===== src/rtl/add3_inverse_serial_if.sv =====
// Request/response bundle for add3_inverse_serial: a request carries the forward
// result and known operand, and the response returns the recovered operand.
interface add3_inverse_serial_if #(
  parameter int WIDTH = 3
);
  logic             in_valid;
  logic             in_ready;
  logic [1:0]       in_mode;
  logic [WIDTH:0]   in_sum;
  logic [WIDTH-1:0] in_opnd;
  logic             out_valid;
  logic             out_ready;
  logic [WIDTH-1:0] out_opnd;
  logic             out_err;

  modport master (
    output in_valid, in_mode, in_sum, in_opnd, out_ready,
    input  in_ready, out_valid, out_opnd, out_err
  );

  modport slave (
    input  in_valid, in_mode, in_sum, in_opnd, out_ready,
    output in_ready, out_valid, out_opnd, out_err
  );
endinterface


===== src/rtl/add3_inverse_serial.sv =====
// Recovers the unknown operand from a forward add result, one borrow stage per cycle
// (LSB first), or bypasses the result. Optional saturation: define ADD3_INV_SAT_EN.
module add3_inverse_serial #(
  parameter int WIDTH = 3
) (
  input logic                 clk,
  input logic                 rst_n,
  add3_inverse_serial_if.slave bus
);
  localparam int CNT_W = $clog2(WIDTH + 1);

  typedef enum logic [1:0] {IDLE, SHIFT, DONE} state_t;

  state_t           state;
  state_t           state_next;
  logic [WIDTH-1:0] sum_sh;
  logic [WIDTH-1:0] opnd_sh;
  logic [WIDTH-1:0] diff_sh;
  logic [WIDTH-1:0] diff_next;
  logic [WIDTH-1:0] final_opnd;
  logic [CNT_W-1:0] cnt;
  logic             carry;
  logic             borrow;
  logic             borrow_next;
  logic             bit_d;
  logic             last_bit;
  logic             sel;
  logic             accept;
  logic             in_ready_c;
  logic             out_valid_c;
  logic [WIDTH-1:0] out_opnd_q;
  logic             out_err_q;

  assign sel         = bus.in_mode[0] ~^ bus.in_mode[1];
  assign accept      = bus.in_valid & in_ready_c;
  assign bit_d       = sum_sh[0] ^ opnd_sh[0] ^ borrow;
  assign borrow_next = (~sum_sh[0] & opnd_sh[0]) | (~(sum_sh[0] ^ opnd_sh[0]) & borrow);
  assign last_bit    = (cnt == CNT_W'(WIDTH - 1));
  assign diff_next   = (diff_sh >> 1) | (WIDTH'(bit_d) << (WIDTH - 1));

`ifdef ADD3_INV_SAT_EN
  // A borrow out of the top stage means the known operand exceeded the result word
  assign final_opnd = borrow_next ? '0 : diff_next;
`else
  assign final_opnd = diff_next;
`endif

  always_ff @(posedge clk or negedge rst_n) begin
    if (!rst_n) begin
      state <= IDLE;
    end else begin
      state <= state_next;
    end
  end

  always_comb begin
    state_next = state;
    case (state)
      IDLE:    if (accept) state_next = sel ? DONE : SHIFT;
      SHIFT:   if (last_bit) state_next = DONE;
      DONE:    if (bus.out_ready) state_next = IDLE;
      default: state_next = IDLE;
    endcase
  end

  always_comb begin
    in_ready_c  = 1'b0;
    out_valid_c = 1'b0;
    case (state)
      IDLE:    in_ready_c  = rst_n;
      DONE:    out_valid_c = 1'b1;
      default: ;
    endcase
  end

  always_ff @(posedge clk or negedge rst_n) begin
    if (!rst_n) begin
      sum_sh     <= '0;
      opnd_sh    <= '0;
      diff_sh    <= '0;
      cnt        <= '0;
      carry      <= 1'b0;
      borrow     <= 1'b0;
      out_opnd_q <= '0;
      out_err_q  <= 1'b0;
    end else begin
      case (state)
        IDLE: begin
          if (accept) begin
            if (sel) begin
              out_opnd_q <= bus.in_sum[WIDTH-1:0];
              out_err_q  <= bus.in_sum[WIDTH];
            end else begin
              sum_sh  <= bus.in_sum[WIDTH-1:0];
              opnd_sh <= bus.in_opnd;
              carry   <= bus.in_sum[WIDTH];
              diff_sh <= '0;
              borrow  <= 1'b0;
              cnt     <= '0;
            end
          end
        end
        SHIFT: begin
          sum_sh  <= sum_sh >> 1;
          opnd_sh <= opnd_sh >> 1;
          diff_sh <= diff_next;
          borrow  <= borrow_next;
          cnt     <= cnt + CNT_W'(1);
          if (last_bit) begin
            out_opnd_q <= final_opnd;
            out_err_q  <= borrow_next ^ carry;
          end
        end
        default: ;
      endcase
    end
  end

  assign bus.in_ready  = in_ready_c;
  assign bus.out_valid = out_valid_c;
  assign bus.out_opnd  = out_opnd_q;
  assign bus.out_err   = out_err_q;
endmodule


===== src/flat_wrapper.sv =====
// flat-port wrapper written by rule: the top's interface ports become plain ports
module add3_inverse_serial_flat 
#(
  parameter int WIDTH = 3
)
  (clk, rst_n, bus_in_valid, bus_in_mode, bus_in_sum, bus_in_opnd, bus_out_ready, bus_in_ready, bus_out_valid, bus_out_opnd, bus_out_err);
  add3_inverse_serial_if #(.WIDTH(WIDTH)) bus_i ();
  input logic clk;
  input logic rst_n;
  input wire logic [$bits(bus_i.in_valid)-1:0] bus_in_valid;
  input wire logic [$bits(bus_i.in_mode)-1:0] bus_in_mode;
  input wire logic [$bits(bus_i.in_sum)-1:0] bus_in_sum;
  input wire logic [$bits(bus_i.in_opnd)-1:0] bus_in_opnd;
  input wire logic [$bits(bus_i.out_ready)-1:0] bus_out_ready;
  output wire logic [$bits(bus_i.in_ready)-1:0] bus_in_ready;
  output wire logic [$bits(bus_i.out_valid)-1:0] bus_out_valid;
  output wire logic [$bits(bus_i.out_opnd)-1:0] bus_out_opnd;
  output wire logic [$bits(bus_i.out_err)-1:0] bus_out_err;
  assign bus_i.in_valid = bus_in_valid;
  assign bus_i.in_mode = bus_in_mode;
  assign bus_i.in_sum = bus_in_sum;
  assign bus_i.in_opnd = bus_in_opnd;
  assign bus_i.out_ready = bus_out_ready;
  assign bus_in_ready = bus_i.in_ready;
  assign bus_out_valid = bus_i.out_valid;
  assign bus_out_opnd = bus_i.out_opnd;
  assign bus_out_err = bus_i.out_err;
  add3_inverse_serial #(.WIDTH(WIDTH)) u_core (.clk(clk), .rst_n(rst_n), .bus(bus_i));
endmodule

===== config.mk =====
export PLATFORM = sky130hd
export DESIGN_NAME = add3_inverse_serial_flat
export DESIGN_NICKNAME = d
export VERILOG_FILES = /design/src/rtl/add3_inverse_serial_if.sv /design/src/rtl/add3_inverse_serial.sv /design/src/flat_wrapper.sv
export SDC_FILE = /design/constraint.sdc
export NUM_CORES = 1
export LEC_CHECK = 0
export CAP_MARGIN = 20
export CORE_MARGIN = 2
export CORE_UTILIZATION = 40
export CTS_CLUSTER_SIZE = 28
export DETAILED_ROUTE_END_ITERATION = 12
export DONT_BUFFER_PORTS = 1
export SLEW_MARGIN = 25
export SYNTH_ARGS = -nofsm -noshare
export SYNTH_HDL_FRONTEND = slang
export SYNTH_SLANG_ARGS = --single-unit

===== constraint.sdc =====
create_clock -name clk -period 2.3 [get_ports clk]
set_clock_uncertainty 0.15 [all_clocks]
set_input_delay 0.46 -clock clk [delete_from_list [all_inputs] [get_ports clk]]
set_output_delay 0.46 -clock clk [all_outputs]
set_load 0.03 [all_outputs]

==> results.md <==
- The worst register-to-register path ends at u_core.sum_sh[1].
- The net count after synthesis is 85.
- The category of cells accounting for the largest share of critical-path delay is simple AND/OR/NAND/NOR gates.
- The flow ran to the end, and the final reports show no timing, DRC or antenna violations.
- The synthesized design contains 0 enable-type register cells.
- STA puts the critical path data required time at 1.69 ns.
- After detailed routing, the average wire length per cell comes to 16.44 µm.
- The async set-or-reset flop fraction in the synthesized netlist is 1.000.
- Setup violations remaining at the end of the flow were counted as 0.
- The CTS buffer count is 3.
- Summed over all failing endpoints, the final setup total negative slack is 0 ns.
- In the post-synthesis netlist, the biggest area contributors are dfrtp_1 50%, mux2_2 8.8%, mux2i_1 5.6%.
- The pre-antenna-repair detailed-routing pass consisted of 4 iterations.
- The fill cell total of the finished layout is 223.
- The worst register-to-register path has a depth of 3.
- The total detailed-routing wirelength is 1710 µm.
- The number of distinct library cells after synthesis is 25.
- After clock tree synthesis, the clock-pin slew on the worst setup and hold paths is 0.11 ns.
- The floorplan die height is 51.33 µm.
- The final worst hold slack is 0.1315 ns.
- Global routing finished with a remaining overflow of 0.
- The cell count after placement is 99.
- The most frequently used cell type in the post-synthesis netlist is dfrtp_1.
- The final layout contains 92 nets.
- Of all nets on the critical path, the largest fanout is 8.
- The number of slew-limit violations in the final report came to 0.
- The area growth from synthesis to layout is 9.497%.
- The endpoint type of the worst setup path is an output pin.
- The most used flip-flop cell after synthesis is dfrtp_1.
- The number of buffers and inverters on the critical path is 0.
- The initial utilization of the core area, before any placement, comes to 0.4129.
- Setup repair after global routing left no endpoint under its margin.
- For this run, the total global-route usage over all layers was measured as 0.1532.
- The global-route wire length before repair is 2787 µm.
- The maximum level of the CTS H-tree is 1.
- Among all stages on the critical path, the largest delay is contributed by nor2b_1.
- In the synthesized netlist, the number of instances is 70.
- After the first detailed-routing iteration, the DRC count stood at 10.
- The Yosys step of the flow raised 0 warnings.
- In this run the remaining antenna-violating nets after routing total 0.
- The longest clock path from root to sink contains 2 buffers.
- The later pin in the worst-skew pair is clocked with a latency of 0.29 ns.
- The clock drives 18 sinks.
- The class of the worst hold path is input pin to flop.
- The CTS tree is built.
- The commonest cells after synthesis are 18 x dfrtp_1, 7 x mux2_2, 5 x inv_1, 5 x mux2i_1, 4 x o221a_2.
- The detailed placer's ending HPWL is 1289 µm.
- STA classifies the critical path startpoint as a flop.
- The count of vias placed by the detailed router is 560.
- The initial antenna violation count came to 0.
- The worst-case IR drop observed on VDD is 0.5602 mV.
- The number of global-route vias before repair is 601.
- The worst reg-to-reg setup slack is 0.59 ns.
- Entering global routing, the biggest net connects 19 pins.
- The post-CTS resize count is 0.
- Measured along the x axis, the die boundary spans 51.33 µm.
- The die covers 2634 µm².
- The cell depth of the worst hold path is 2.
- The capture endpoint of the worst hold path is u_core.opnd_sh[2].
- Walking the worst path, the cells encountered are nor2b_1.
- The number of antenna diodes in the final layout is 0.
- The routability congestion estimate from global placement is 0.7705.
- The final hold violation count came to 0.
- The root buffer cell chosen for the clock tree is clkbuf_4.
- The transition time of the tightest slew-check pin is 0.7895 ns.
- Max-cap violations in this run came to 0.
- The row count is 17.
- The number of port buffers is 0.
- Timing would allow up to 507.4 MHz.
- The portion of the clock cycle consumed by the worst path in the final layout is 0.8570.
- The mapped netlist covers 895.9 µm².
- The sequential cell area fraction in the yosys report is 0.5028.
- Dividing the synthesized area by the synthesized cell count gives 12.80 µm².
- The final cell utilization of the core is 0.4521.
- The worst setup path is of the flop to output pin kind.
- The core region is 2170 µm².
- After layout, the design draws a total of 1.350 mW.
- The number of vias per cell is 5.385.
- The peak per-stage delay on the critical path is 0.58 ns.
- The leakage dissipation is 0.4279 nW.
- The top cell type's share of synthesized area is 0.5028.
- The count of boundary I/O pins is 19.
- After detailed routing, the number of remaining DRC violations is 0.
- The count of buffers added by post-CTS timing repair for setup is 0.
- The arrival time at the worst endpoint is 1.36 ns.
- The worst path needs 1.971 ns of the cycle, external delays included.
- After the flow finishes, the layout carries non-filler instances totaling 104.
- The fraction of final layout cells with drive strength greater than 1 is 0.3026.
- The relative slew slack is 0.4719.
- The largest area contributor in the netlist is dfrtp_1.
- The post-synthesis register bit count is 18.
- The startpoint of the tightest hold check path is bus_in_opnd[2].
- The power density of the placed cells is 1376 nW/µm².
- The worst reg2reg path startpoint is u_core.state[1].
## logic make-up (layout without fill, tap and decap cells)
family,count (synthesis),after routing,synth area share
AO/OA/AOI/OAI,13,13,0.1439
flip-flops,18,18,0.5028
adder cells (fa/ha/maj),2,2,0.03631
XOR/XNOR,3,3,0.02933
AND/OR/NAND/NOR,15,15,0.1020
buffers and inverters,7,13,0.04190
multiplexers,12,12,0.1439
## flip-flops by register name, summed over array words and instances, names as in the netlist
signal and flops:
u_core.sum_sh 3, u_core.cnt 2, u_core.carry 1, u_core.bus.out_opnd 3, u_core.opnd_sh 3, u_core.borrow 1, u_core.diff_sh 2, u_core.bus.out_err 1
u_core.state 2
## worst max-delay path by stage
stage | from | endpoint | slack [ns] | depth (start not counted)
2_1_floorplan | rst_n | bus_in_ready | 0.50 | 1
3_3_place_gp | bus_in_mode[0] | u_core.sum_sh[1] | 0.56 | 3
3_5_place_dp | bus_in_mode[0] | u_core.opnd_sh[0] | 0.54 | 3
4_1_cts | u_core.state[1] | bus_out_valid | 0.31 | 1
5_1_grt | u_core.state[1] | bus_out_valid | 0.27 | 1
6_report | u_core.state[1] | bus_out_valid | 0.33 | 1
## layer usage
layer | up-vias | share of wire | GRT usage
met2 | 11 | 0.46 | 0.2338
met5 | - | 0 | 0
li1 | 262 | - | -
met1 | 285 | 0.48 | 0.2049
met4 | 0 | 0.0064 | 0.07895
met3 | 2 | 0.048 | 0.03216
## cells in the final DEF, fill, tap and decap left out, drive strengths merged, types with 3 or more instances in the layout
cell type  count
nand2          3
mux2           7
buf            3
or2            3
mux2i          5
o221a          4
dfrtp         18
inv            5
clkbuf         4
## through the flow
step / setup slack, ns / area, µm²
final: 0.3290 / 980.9
after global placement: 0.5613 / 934.6
after floorplan: 0.4991 / 895.9
after global routing: 0.2659 / 980.9
after detailed placement: 0.5424 / 934.6
after CTS: 0.3065 / 980.9
## report_power, final
group          internal [mW]  switching, mW  total, mW  leakage (nW)
sequential             0.463          0.174      0.638         0.218
clock                 0.0965          0.100      0.197        0.0210
combinational          0.276          0.240      0.516         0.189
total                  0.836          0.514       1.35         0.428
## cell type report
class	instances	area (µm²)	share of cell area
Timing Repair Buffer	4	32.53	0.03316
Multi-Input combinational cell	45	407.9	0.4158
Tap cell	28	35.03	0.03571
Sequential cell	18	450.4	0.4592
Inverter	5	18.77	0.01913
Clock buffer	4	36.28	0.03699
## what timing repair did
item | in CTS | in global routing
endpoints found under the setup margin | 0 | 0
hold endpoints to repair | 18 | 0
hold buffers | 1 | 0
(Power assumes the default switching activity.)
